==> config.mk <==
export PLATFORM = sky130hd
export DESIGN_NAME = uart_tx_arbiter
export DESIGN_NICKNAME = d
export VERILOG_FILES = /design/src/rtl/uart_tx_arbiter.sv
export SDC_FILE = /design/constraint.sdc
export NUM_CORES = 1
export LEC_CHECK = 0
export BUFFER_PORTS_ARGS = -buffer_cell sky130_fd_sc_hd__buf_4
export CAP_MARGIN = 20
export CORE_AREA = 2 2 88 111
export CTS_BUF_LIST = sky130_fd_sc_hd__clkbuf_8
export CTS_CLUSTER_DIAMETER = 120
export CTS_CLUSTER_SIZE = 25
export DETAILED_ROUTE_END_ITERATION = 16
export DIE_AREA = 0 0 90 113
export GPL_ROUTABILITY_DRIVEN = 0
export HOLD_SLACK_MARGIN = 0.02
export PLACE_DENSITY = 0.45
export REMOVE_ABC_BUFFERS = 1
export SLEW_MARGIN = 30
export SYNTH_ARGS = -nofsm -noshare
export SYNTH_HDL_FRONTEND = slang
export SYNTH_SLANG_ARGS = --single-unit
==> constraint.sdc <==
create_clock -name i_Clock -period 3.1 [get_ports i_Clock]
set_input_delay 0.62 -clock i_Clock [delete_from_list [all_inputs] [get_ports i_Clock]]
set_output_delay 0.62 -clock i_Clock [all_outputs]
set_load 0.05 [all_outputs]
==> src/rtl/uart_tx_arbiter.sv <==
`default_nettype none
// ============================================================================
//  Module      : uart_tx_arbiter
//  Description : Round-robin arbiter that shares one UART transmitter between
//                NUM_REQ byte producers. It grants one requester at a time and
//                captures its byte. It issues a single-cycle data-valid, then
//                waits for transmitter done and a return to idle before the
//                next grant. A watchdog abandons a grant whose done never
//                arrives.
//  Revision    : 1.0 - initial release
// ============================================================================
module uart_tx_arbiter #(
    parameter int NUM_REQ      = 4,
    parameter int TIMEOUT_CLKS = 2604
) (
    input  logic                 i_Clock,
    input  logic                 i_Rst_L,
    input  logic [NUM_REQ-1:0]   i_Req_Valid,
    input  logic [8*NUM_REQ-1:0] i_Req_Byte,
    output logic [NUM_REQ-1:0]   o_Req_Ack,
    output logic [2:0]           o_Grant_Id,
    output logic                 o_TX_DV,
    output logic [7:0]           o_TX_Byte,
    input  logic                 i_TX_Active,
    input  logic                 i_TX_Done,
    output logic                 o_Busy,
    output logic                 o_Timeout
);

    // Watchdog compare value: the counter reads TIMEOUT_CLKS-1 on the
    // TIMEOUT_CLKS-th cycle spent waiting for done.
    localparam logic [23:0] c_WDOG_LAST = 24'(TIMEOUT_CLKS - 1);

    // Illegal configurations are rejected while the design elaborates.
    generate
        if (NUM_REQ < 2 || NUM_REQ > 8) begin : g_bad_num_req
            $error("uart_tx_arbiter: NUM_REQ must be in 2..8");
        end
        if (TIMEOUT_CLKS < 1 || TIMEOUT_CLKS > 16777215) begin : g_bad_timeout
            $error("uart_tx_arbiter: TIMEOUT_CLKS must be in 1..2^24-1");
        end
    endgenerate

    typedef enum logic [1:0] {
        IDLE      = 2'd0,
        WAIT_DONE = 2'd1,
        GAP       = 2'd2
    } state_t;

    state_t      r_state;
    logic [2:0]  r_ptr;
    logic [23:0] r_wdog;

    logic               w_win_found;
    logic [2:0]         w_win;
    logic [2:0]         w_ptr_next;
    logic [7:0]         w_win_byte;
    logic [NUM_REQ-1:0] w_win_onehot;
    logic [3:0]         w_slot;

    // Rotating-priority search: first valid requester at or after r_ptr, with wrap.
    always_comb begin
        w_win_found  = 1'b0;
        w_win        = '0;
        w_slot       = '0;
        w_win_byte   = '0;
        w_win_onehot = '0;
        w_ptr_next   = '0;
        for (int i = 0; i < NUM_REQ; i++) begin
            w_slot = {1'b0, r_ptr} + 4'(i);
            if (w_slot >= 4'(NUM_REQ)) begin
                w_slot = w_slot - 4'(NUM_REQ);
            end
            for (int n = 0; n < NUM_REQ; n++) begin
                if (!w_win_found && w_slot == 4'(n) && i_Req_Valid[n]) begin
                    w_win_found = 1'b1;
                    w_win       = 3'(n);
                end
            end
        end
        for (int n = 0; n < NUM_REQ; n++) begin
            if (w_win == 3'(n)) begin
                w_win_byte      = i_Req_Byte[8*n +: 8];
                w_win_onehot[n] = 1'b1;
            end
        end
        if ({1'b0, w_win} == 4'(NUM_REQ - 1)) begin
            w_ptr_next = '0;
        end else begin
            w_ptr_next = w_win + 3'd1;
        end
    end

    // Grant / wait-for-done / gap sequencer with registered outputs.
    always_ff @(posedge i_Clock or negedge i_Rst_L) begin
        if (!i_Rst_L) begin
            r_state    <= IDLE;
            r_ptr      <= '0;
            r_wdog     <= '0;
            o_Req_Ack  <= '0;
            o_Grant_Id <= '0;
            o_TX_DV    <= 1'b0;
            o_TX_Byte  <= '0;
            o_Busy     <= 1'b0;
            o_Timeout  <= 1'b0;
        end else begin
            o_Req_Ack <= '0;
            o_TX_DV   <= 1'b0;
            o_Timeout <= 1'b0;
            case (r_state)
                IDLE: begin
                    // A transmitter still finishing a frame (e.g. across our
                    // reset) blocks any new grant.
                    if (!i_TX_Active && !i_TX_Done && w_win_found) begin
                        o_Req_Ack  <= w_win_onehot;
                        o_TX_DV    <= 1'b1;
                        o_TX_Byte  <= w_win_byte;
                        o_Grant_Id <= w_win;
                        r_ptr      <= w_ptr_next;
                        r_wdog     <= '0;
                        r_state    <= WAIT_DONE;
                        o_Busy     <= 1'b1;
                    end
                end
                WAIT_DONE: begin
                    r_wdog <= r_wdog + 24'd1;
                    // Done wins over a coincident watchdog expiry.
                    if (i_TX_Done) begin
                        r_state <= GAP;
                    end else if (r_wdog == c_WDOG_LAST) begin
                        o_Timeout <= 1'b1;
                        r_state   <= IDLE;
                        o_Busy    <= 1'b0;
                    end
                end
                GAP: begin
                    if (!i_TX_Done) begin
                        r_state <= IDLE;
                        o_Busy  <= 1'b0;
                    end
                end
                default: begin
                    r_state <= IDLE;
                    o_Busy  <= 1'b0;
                end
            endcase
        end
    end

endmodule
`default_nettype wire
# Word level (Yosys, flattened, before mapping)
# Index checks and enable logic that the tools add are counted.
# word_totals
regBits	47
rom_bits	0
n_memories	0
ram_bits	0
latch_bits	0
word_cells	169
# op_classes
shift	0
div	0
reduce_logical	61
n_mul	0
bitwise	0
n_lt_le_gt_ge	4
n_mux	63
add_sub_neg	9
eq_ne	23
# ops
cell	n
one-hot mux 24 bit (2 select lines)	1
2-to-1 mux 3 bit	15
logical AND 1 bit	33
equality test 4 x 2 -> 1 bit (second input constant)	8
2-to-1 mux 8 bit	4
2-to-1 mux 1 bit	30
adder 24 x 1 -> 24 bit (second input constant)	1
equality test 24 x 12 -> 1 bit (second input constant)	1
2-to-1 mux 24 bit	1
2-to-1 mux 4 bit	6
zero test 1 bit	17
equality test 4 x 1 -> 1 bit (second input constant)	4
zero test 4 bit	4
greater-or-equal comparator 4 x 3 -> 1 bit (second input constant)	3
subtractor 4 x 3 -> 4 bit (second input constant)	3
adder 3 x 2 -> 4 bit (second input constant)	2
2-to-1 mux 2 bit	4
inequality test 2 bit (second input constant)	4
equality test 3 x 2 -> 1 bit (second input constant)	2
one-hot mux 2 bit (3 select lines)	1
adder 3 x 1 -> 4 bit (second input constant)	1
AND reduction 2 bit	2
AND reduction 4 bit	1
subtractor 3 x 3 -> 4 bit (second input constant)	1
other kinds (11)	11

# Depth between registers and ports, before layout
# Gate-level depths: netlist (run 1).
# depth
depth_word	70
depth_mapped	15
ltp_nobuf	14

# Worst setup path after synthesis (run 1)
# No wires, ideal clock.
# synth_timing
kind	reg-to-reg
start	register r_ptr[0]
end	register o_TX_Byte[0]
t_required_ns	2.975
arrival_ns	2.689
path_slack_ns	0.286
path_stages_with_launch	15
synth_period_minus_slack_ns	2.814
cell_sequence	dfrtp_1 > buf_4 > or2_2 > ha_1 > or4_1 > nor3b_1 > o21ai_0 > nand2_1 > inv_1 > ha_1 > nor2b_1 > clkbuf_1 > a22oi_1 > a21oi_1 > mux2_4
# synth_via
elab_chain_len	70
# synth_lines
item	line_no	source
start, declared	51	logic [2:0] r_ptr;
start signal, assigned	119	r_ptr <= w_ptr_next;
subtractor 3 x 3 -> 4 bit or greater-or-equal comparator 3 bit (tied branches)	72, 71	
2-to-1 mux 4 bit	71	if (w_slot >= 4'(NUM_REQ)) begin
zero test 4 bit	75	if (!w_win_found && w_slot == 4'(n) && i_Req_Valid[n]) begin
logical AND 1 bit	75	
2-to-1 mux 1 bit	75	
zero test 1 bit	75	
logical AND 1 bit (2 in series)	75	
2-to-1 mux 1 bit	75	
(+51 left out)	-	
2-to-1 mux 1 bit	75	
zero test 1 bit	75	
logical AND 1 bit (2 in series)	75	
2-to-1 mux 3 bit *	75	
net w_win[0]	55	logic [2:0] w_win;
zero test 3 bit	82	if (w_win == 3'(n)) begin
2-to-1 mux 8 bit (3 in series)	82	
2-to-1 mux 8 bit *	82	
end signal, assigned	117	o_TX_Byte <= w_win_byte;
end, declared	23	output logic [7:0] o_TX_Byte,
# Mark *: on every way through the listed nets, which the timed path passes. The rest lies on a longest branch.
# A chain may end at the register's enable or synchronous reset.

# Worst setup path after layout (run 1)
# layout_timing
start	register r_ptr[1]
end	register o_TX_Byte[0]
# The elaborated chain is that of the path after synthesis.

==> impl_metrics.xml, run 1 <==
<?xml version="1.0" encoding="UTF-8"?>
<metrics>
  <group name="floorplan">
    <metric name="floorplan.rows" unit="">39</metric>
    <metric name="core_box_area" unit="µm²">9080</metric>
    <metric name="io-pin-count" unit="">58</metric>
    <metric name="dieWidth" unit="µm">90</metric>
    <metric name="initial_core_util" unit="">0.295</metric>
    <metric name="chipHeight" unit="µm">113</metric>
    <metric name="dieArea" unit="µm²">10200</metric>
  </group>
  <group name="detailed_routing">
    <metric name="route.detailed.drc" unit="">0</metric>
    <metric name="remaining_antenna_violation_count_after_routing" unit="">0</metric>
    <metric name="post_drt_wl_per_cell" unit="µm">14.6</metric>
    <metric name="initialDrtViolationCount" unit="">91</metric>
    <metric name="drtPass1Iterations" unit="">4</metric>
    <metric name="via_per_inst" unit="">4.95</metric>
    <metric name="total_number_of_vias" unit="">2298</metric>
    <metric name="drt-total-wl" unit="mm">6.78</metric>
  </group>
  <group name="timing">
    <metric name="rsz0062_at_grt" unit="">false</metric>
    <metric name="report.final.hold_viol_count" unit="">0</metric>
    <metric name="achievable-frequency" unit="GHz">0.355</metric>
    <metric name="timing.final.crit_period" unit="ns">2.81</metric>
    <metric name="min_period_over_period" unit="">0.908</metric>
    <metric name="max_transition_viols_final" unit="">0</metric>
    <metric name="tightest_pin_transition" unit="ns">0.586</metric>
    <metric name="finalSetupViolations" unit="">0</metric>
    <metric name="skew" unit="ns">0.0105</metric>
    <metric name="timing.max_slew.rel_slack" unit="">0.609</metric>
    <metric name="setup_tns" unit="ns">0</metric>
  </group>
  <group name="clocking">
    <metric name="worstSkewPairLatency" unit="ns">0.30</metric>
    <metric name="clock_tree.htree_level_count" unit="">2</metric>
    <metric name="clockBufferDepth" unit="">2</metric>
    <metric name="clkSlewWorstSetupHoldPaths" unit="ns">0.09</metric>
    <metric name="clk_root_buffer_cell" unit="">clkbuf_8</metric>
    <metric name="numCtsBuffers" unit="">5</metric>
    <metric name="cts_tree" unit="">done</metric>
    <metric name="clkSinkCount" unit="">45</metric>
  </group>
  <group name="pwr">
    <metric name="power.leakage" unit="µW">0.00149</metric>
    <metric name="power.density_cell_area" unit="nW/µm²">807</metric>
    <metric name="vdd_drop_max" unit="V">0.000333</metric>
  </group>
  <group name="worst_hold_path">
    <metric name="hold_class" unit="">in2async</metric>
  </group>
  <group name="synthesis">
    <metric name="synth_edf_count" unit="">0</metric>
    <metric name="yosys_register_bits" unit="">45</metric>
    <metric name="postSynthCellCount" unit="">282</metric>
    <metric name="dominantRegCellSynth" unit="">dfrtp_1</metric>
    <metric name="synth_cell_type_count" unit="">56</metric>
    <metric name="synth_top_cell_area_share" unit="">0.421</metric>
    <metric name="netlist.top_cell.by_area" unit="">dfrtp_1</metric>
    <metric name="seq_area_frac_synth" unit="">0.421</metric>
    <metric name="asyncSetResetFlopFracSynth" unit="">1.00</metric>
    <metric name="avgSynthCellArea" unit="µm²">9.49</metric>
    <metric name="ys_warn_count" unit="">0</metric>
    <metric name="synth.cell_area" unit="µm²">2680</metric>
    <metric name="netlist_top_cells_area" unit="">dfrtp_1, mux2_4, nor2_1, ha_1, nand2_1</metric>
  </group>
  <group name="cells_and_area">
    <metric name="drive_gt1_frac" unit="">0.290</metric>
    <metric name="area.sequential" unit="µm²">1130</metric>
    <metric name="num-fill-cells" unit="">987</metric>
    <metric name="stdcell_count" unit="">464</metric>
    <metric name="synthToLayoutAreaGrowth" unit="%">25.2</metric>
    <metric name="antenna_cells_inserted" unit="">0</metric>
    <metric name="multi_input_area" unit="µm²">1450</metric>
    <metric name="nNetsFinal" unit="">388</metric>
  </group>
  <group name="place">
    <metric name="place.detailed.hpwl" unit="mm">4.96</metric>
    <metric name="dpl.cell_count" unit="">456</metric>
    <metric name="io_buffers" unit="">56</metric>
  </group>
  <group name="run_status">
    <metric name="outcome" unit="">completed</metric>
  </group>
  <group name="global_routing">
    <metric name="first_pass_grt_wire_length" unit="mm">11.7</metric>
    <metric name="antenna_violations_before_repair" unit="">0</metric>
    <metric name="grt_pass1_vias" unit="">2365</metric>
    <metric name="grt.total_usage" unit="">0.140</metric>
    <metric name="grt_remaining_overflow" unit="">0</metric>
    <metric name="grt_max_degree" unit="">46</metric>
  </group>
  <group name="setup_path">
    <metric name="critPathMaxStageDelay" unit="ns">0.51</metric>
    <metric name="path_common_cell" unit="">ha_1</metric>
    <metric name="critPathArrivalTime" unit="ns">3.05</metric>
    <metric name="maximum_fanout_along_the_worst_path" unit="">9</metric>
    <metric name="cp_cell_sequence" unit="">or2_2 -&gt; ha_1 -&gt; or4_1 -&gt; nor3b_1 -&gt; o21ai_0 -&gt; nand2_1 -&gt; ha_1 -&gt; clkinvlp_4 -&gt; nand2_2 -&gt; o22ai_1 -&gt; a21oi_1 -&gt; mux2_4</metric>
    <metric name="critical_path.startpoint_type" unit="">flop</metric>
    <metric name="timing.critical_path.required" unit="ns">3.34</metric>
    <metric name="endpoint_kind" unit="">flop</metric>
    <metric name="worst_path_top_cell_family_by_delay" unit="">simple AND/OR/NAND/NOR gates</metric>
    <metric name="cp_num_buf_inv" unit="">1</metric>
    <metric name="slowest_stage" unit="">or4_1</metric>
    <metric name="setup.worst_path.class" unit="">reg2reg</metric>
  </group>
  <group name="flow_run">
    <metric name="max_cap_violations" unit="">0</metric>
  </group>
</metrics>
-- power by group --
| part | switching [µW] | total, µW | internal (µW) |
|---|---|---|---|
| combinational | 802 | 1390 | 587 |
| sequential | 183 | 941 | 759 |
| clock | 201 | 375 | 174 |
| total | 1190 | 2710 | 1520 |
-- cell usage after synthesis (all sizes together) (2+ instances only) --
library cell / count
a21oi: 15
nor4b: 2
nand2b: 2
buf: 6
a31oi: 6
and3: 5
o22ai: 8
o21bai: 6
nor4: 7
and2: 2
inv: 11
nand4: 11
or2: 2
a22oi: 7
o21ai: 8
clkinv: 2
mux2i: 4
o2bb2ai: 7
mux2: 12
nor3b: 2
a31o: 3
xor2: 4
nor2b: 3
nor3: 8
xnor2: 2
nor2: 25
nand2: 22
conb: 2
or3: 2
dfrtp: 45
clkbuf: 8
nand3: 12
ha: 7
-- cell type report --
| class | instances | share of cell area |
|---|---|---|
| Timing Repair Buffer | 65 | 0.146 |
| Inverter | 13 | 0.0157 |
| Multi-Input combinational cell | 211 | 0.431 |
| Sequential cell | 45 | 0.336 |
| Clock buffer | 6 | 0.0246 |
| Clock inverter | 1 | 0.00112 |
| Tap cell | 123 | 0.0459 |
-- cell families (layout without fill, tap and decap cells) --
family	after synthesis	count (layout)	synth area share
AO/OA/AOI/OAI	68	68	0.176
adder cells (fa/ha/maj)	7	7	0.0327
AND/OR/NAND/NOR	111	111	0.223
XOR/XNOR	6	6	0.0196
flip-flops	45	45	0.421
buffers and inverters	27	85	0.0449
multiplexers	16	16	0.0795
other	2	3	0.00281
-- worst paths after layout --
path	startpoint	end	slack, ns	cells after the start
max	r_ptr[1]	o_TX_Byte[0]	0.29	12
min	i_Rst_L	r_wdog[0]	0.32	1
max reg2reg	r_ptr[1]	o_TX_Byte[0]	0.29	12
min reg2reg	o_Grant_Id[0]	o_Grant_Id[0]	0.52	1
max in group asynchronous	i_Rst_L	r_wdog[19]	2.38	1
min in group i_Clock	i_TX_Done	o_Timeout	0.52	2
-- per-layer routing --
layer	part of all wire	global-route usage	vias up
li1	-	-	1149
met1	0.44	0.179	1066
met2	0.48	0.243	77
met3	0.070	0.0333	6
met4	0.0093	0.0308	0
met5	0	0	-
-- timing repair --
item / 4_1_cts / 5_1_grt
gates resized for setup: 0 / 3
hold buffers: 0 / 0
endpoints found under the setup margin: 0 / 7
buffers inserted: 0 / 1
-- cells in the final DEF, fill, tap and decap left out, types with 3 or more instances in the layout --
cell and count:
nand2_1 20, xor2_1 4, o21ai_0 7, a31o_2 3
mux2i_1 4, and3_1 5, nand4_1 11, conb_1 3
o2bb2ai_1 7, clkbuf_8 6, a22oi_1 7, nor3_1 7
nand3_1 12, o22ai_1 7, ha_1 7, nor2_1 25
o21bai_1 6, buf_4 65, dfrtp_1 45, inv_1 11
nor4_1 5, mux2_4 10, a21oi_1 15, a31oi_1 6
-- registers in the layout, indices dropped and copies added, names as in the netlist, 2 cells and up --
signal      flops
r_wdog         24
o_Grant_Id      2
o_Req_Ack       4
r_state         2
o_TX_Byte       8
r_ptr           2
-- stage by stage --
stage	total power, µW	utilization	worst slack, ns	hold WS, ns	instance area (µm²)
finish	2710	0.369	0.286	0.319	3350
global route	2910	0.369	0.00497	0.375	3350
CTS	2720	0.368	0.157	0.343	3340
detailed placement	2340	0.358	0.116	0.496	3250
global placement	2350	0.358	0.188	0.499	3250
floorplan	1880	-	0.294	0.324	2610
(Power assumes the default switching activity.)
==> run 2, diff against run 1 <==
--- a/config.mk
+++ b/config.mk
@@ -5,7 +5,7 @@
 export SDC_FILE = /design/constraint.sdc
 export NUM_CORES = 1
 export LEC_CHECK = 0
-export BUFFER_PORTS_ARGS = -buffer_cell sky130_fd_sc_hd__buf_4
+export BUFFER_PORTS_ARGS = -buffer_cell sky130_fd_sc_hd__buf_2
 export CAP_MARGIN = 20
 export CORE_AREA = 2 2 88 111
 export CTS_BUF_LIST = sky130_fd_sc_hd__clkbuf_8
==> constraint.sdc (replaced) <==
create_clock -name i_Clock -period 2.6 [get_ports i_Clock]
set_input_delay 0.52 -clock i_Clock [delete_from_list [all_inputs] [get_ports i_Clock]]
set_output_delay 0.52 -clock i_Clock [all_outputs]
set_load 0.05 [all_outputs]
==> impl_metrics.xml, run 2 (synthesis results as in run 1) <==
<?xml version="1.0" encoding="UTF-8"?>
<metrics>
  <group name="cells_and_area">
    <metric name="antenna_cells_inserted" unit="">0</metric>
    <metric name="nNetsFinal" unit="">410</metric>
    <metric name="top_reg_by_flops" unit="">r_wdog</metric>
    <metric name="top_regs" unit="">r_wdog (24), o_TX_Byte (8), o_Req_Ack (4)</metric>
    <metric name="most-common-layout-cells" unit="">buf_2, dfrtp_1, buf_4</metric>
    <metric name="final_common_cell" unit="">buf_2</metric>
    <metric name="stdcell_count" unit="">486</metric>
    <metric name="drive_gt1_frac" unit="">0.433</metric>
    <metric name="flip_flop_count_of_the_largest_register_after_layout" unit="">24</metric>
    <metric name="synthToLayoutAreaGrowth" unit="%">35.8</metric>
  </group>
  <group name="place">
    <metric name="dpl.cell_count" unit="">472</metric>
    <metric name="io_buffers" unit="">56</metric>
    <metric name="place.detailed.hpwl" unit="mm">5.17</metric>
  </group>
  <group name="setup_path">
    <metric name="critPathArrivalTime" unit="ns">2.80</metric>
    <metric name="timing.critical_path.required" unit="ns">2.78</metric>
    <metric name="setup.worst_path.class" unit="">reg2reg</metric>
    <metric name="maximum_fanout_along_the_worst_path" unit="">8</metric>
    <metric name="critical_path.startpoint_type" unit="">flop</metric>
    <metric name="timing.rr.start" unit="">r_ptr[0]</metric>
    <metric name="worstSetupStartpoint" unit="">r_ptr[0]</metric>
    <metric name="endpoint_kind" unit="">flop</metric>
  </group>
  <group name="global_routing">
    <metric name="antenna_violations_before_repair" unit="">0</metric>
    <metric name="grt_max_degree" unit="">24</metric>
    <metric name="grt_remaining_overflow" unit="">0</metric>
    <metric name="first_pass_grt_wire_length" unit="mm">12.0</metric>
    <metric name="grt.total_usage" unit="">0.144</metric>
    <metric name="grt_pass1_vias" unit="">2400</metric>
  </group>
  <group name="clocking">
    <metric name="clk_root_buffer_cell" unit="">clkbuf_8</metric>
    <metric name="clkSlewWorstSetupHoldPaths" unit="ns">0.09</metric>
    <metric name="numCtsBuffers" unit="">5</metric>
    <metric name="worstSkewPairLatency" unit="ns">0.30</metric>
    <metric name="cts_tree" unit="">done</metric>
    <metric name="cts_hold_buf" unit="">0</metric>
    <metric name="clock_tree.htree_level_count" unit="">2</metric>
    <metric name="clockBufferDepth" unit="">2</metric>
    <metric name="clkSinkCount" unit="">45</metric>
  </group>
  <group name="floorplan">
    <metric name="dieWidth" unit="µm">90</metric>
    <metric name="core_box_area" unit="µm²">9080</metric>
    <metric name="floorplan.rows" unit="">39</metric>
    <metric name="initial_core_util" unit="">0.295</metric>
    <metric name="dieArea" unit="µm²">10200</metric>
    <metric name="io-pin-count" unit="">58</metric>
    <metric name="chipHeight" unit="µm">113</metric>
  </group>
  <group name="pwr">
    <metric name="power.density_cell_area" unit="nW/µm²">1010</metric>
    <metric name="vdd_drop_max" unit="V">0.000538</metric>
    <metric name="power.leakage" unit="µW">0.00159</metric>
  </group>
  <group name="run_status">
    <metric name="failed_checks" unit="">negative setup slack</metric>
    <metric name="outcome" unit="">complete, but fails checks</metric>
  </group>
  <group name="detailed_routing">
    <metric name="drtPass1Iterations" unit="">5</metric>
    <metric name="initialDrtViolationCount" unit="">71</metric>
    <metric name="post_drt_wl_per_cell" unit="µm">15.0</metric>
    <metric name="via_per_inst" unit="">5.01</metric>
    <metric name="remaining_antenna_violation_count_after_routing" unit="">0</metric>
    <metric name="route.detailed.drc" unit="">0</metric>
    <metric name="total_number_of_vias" unit="">2434</metric>
    <metric name="drt-total-wl" unit="mm">7.28</metric>
  </group>
  <group name="timing">
    <metric name="min_period_over_period" unit="">1.01</metric>
    <metric name="skew" unit="ns">0.00906</metric>
    <metric name="timing.final.crit_period" unit="ns">2.62</metric>
    <metric name="achievable-frequency" unit="GHz">0.382</metric>
    <metric name="setup_ws" unit="ns">-0.0210</metric>
    <metric name="tightest_pin_transition" unit="ns">0.557</metric>
    <metric name="max_transition_viols_final" unit="">0</metric>
    <metric name="rsz0062_at_grt" unit="">true</metric>
    <metric name="finalSetupViolations" unit="">6</metric>
    <metric name="timing.max_slew.rel_slack" unit="">0.627</metric>
    <metric name="final.hold.worst_slack" unit="ns">0.183</metric>
    <metric name="report.final.hold_viol_count" unit="">0</metric>
  </group>
  <group name="worst_hold_path">
    <metric name="hold_class" unit="">in2async</metric>
  </group>
  <group name="flow_run">
    <metric name="max_cap_violations" unit="">0</metric>
  </group>
</metrics>
[run 2: power breakdown]
group	leakage [µW]	internal (µW)	switching [µW]
clock network	0.0000485	208	236
logic	0.000944	946	1160
registers	0.000595	904	223
total	0.00159	2060	1620
[run 2: final timing paths]
path | slack, ns | end | depth (start not counted)
max in group asynchronous | 1.82 | r_wdog[20] | 2
min | 0.18 | r_wdog[1] | 1
max reg2reg | -0.02 | o_TX_Byte[4] | 13
min reg2reg | 0.51 | o_Grant_Id[0] | 1
max | -0.02 | o_TX_Byte[4] | 13
min in group i_Clock | 0.47 | o_Timeout | 2
[run 2: per-stage QoR]
stage	total power (µW)	instance area, µm²	setup WS, ns	setup TNS [ns]	util
after floorplan	2240	2610	-0.206	-1.65	-
after global placement	2820	3230	-0.163	-1.18	0.356
after detailed placement	2840	3230	-0.203	-1.46	0.356
after CTS	3520	3490	-0.0227	-0.122	0.385
after global routing	3920	3630	-0.112	-0.740	0.400
final	3680	3630	-0.0210	-0.0657	0.400
[run 2: layer usage]
metal	track usage	vias to the layer above	part of all wire
met2	0.248	73	0.49
met1	0.183	1158	0.45
met5	0	-	0
li1	-	1194	-
met4	0.0328	0	0.012
met3	0.0333	9	0.049
[run 2: cell type report]
class	count	area (µm²)
fill	959	5440
multi-input combinational	211	1670
sequential	45	1130
timing repair buffer	87	536
tap	123	154
clock buffer	6	82.6
inverter	13	63.8
clock inverter	1	3.75
[run 2: what timing repair did]
action	CTS	global route
pin swaps	11	18
buffers inserted	4	3
hold endpoints to repair	0	0
resized for setup	35	29
setup endpoints to repair	8	10
gates cloned	1	0
[run 2: worst max-delay path, stage by stage, from the launching register on]
cell and delay, ns:
dfrtp_1 0.36, or2_4 0.16, inv_4 0.05, ha_4 0.16, or4_4 0.49, nor3b_2 0.18
o21ai_1 0.09, nand2_2 0.15, ha_4 0.19, clkinv_4 0.06, buf_8 0.14, o22ai_2 0.18
a21oi_2 0.04, mux2_4 0.25
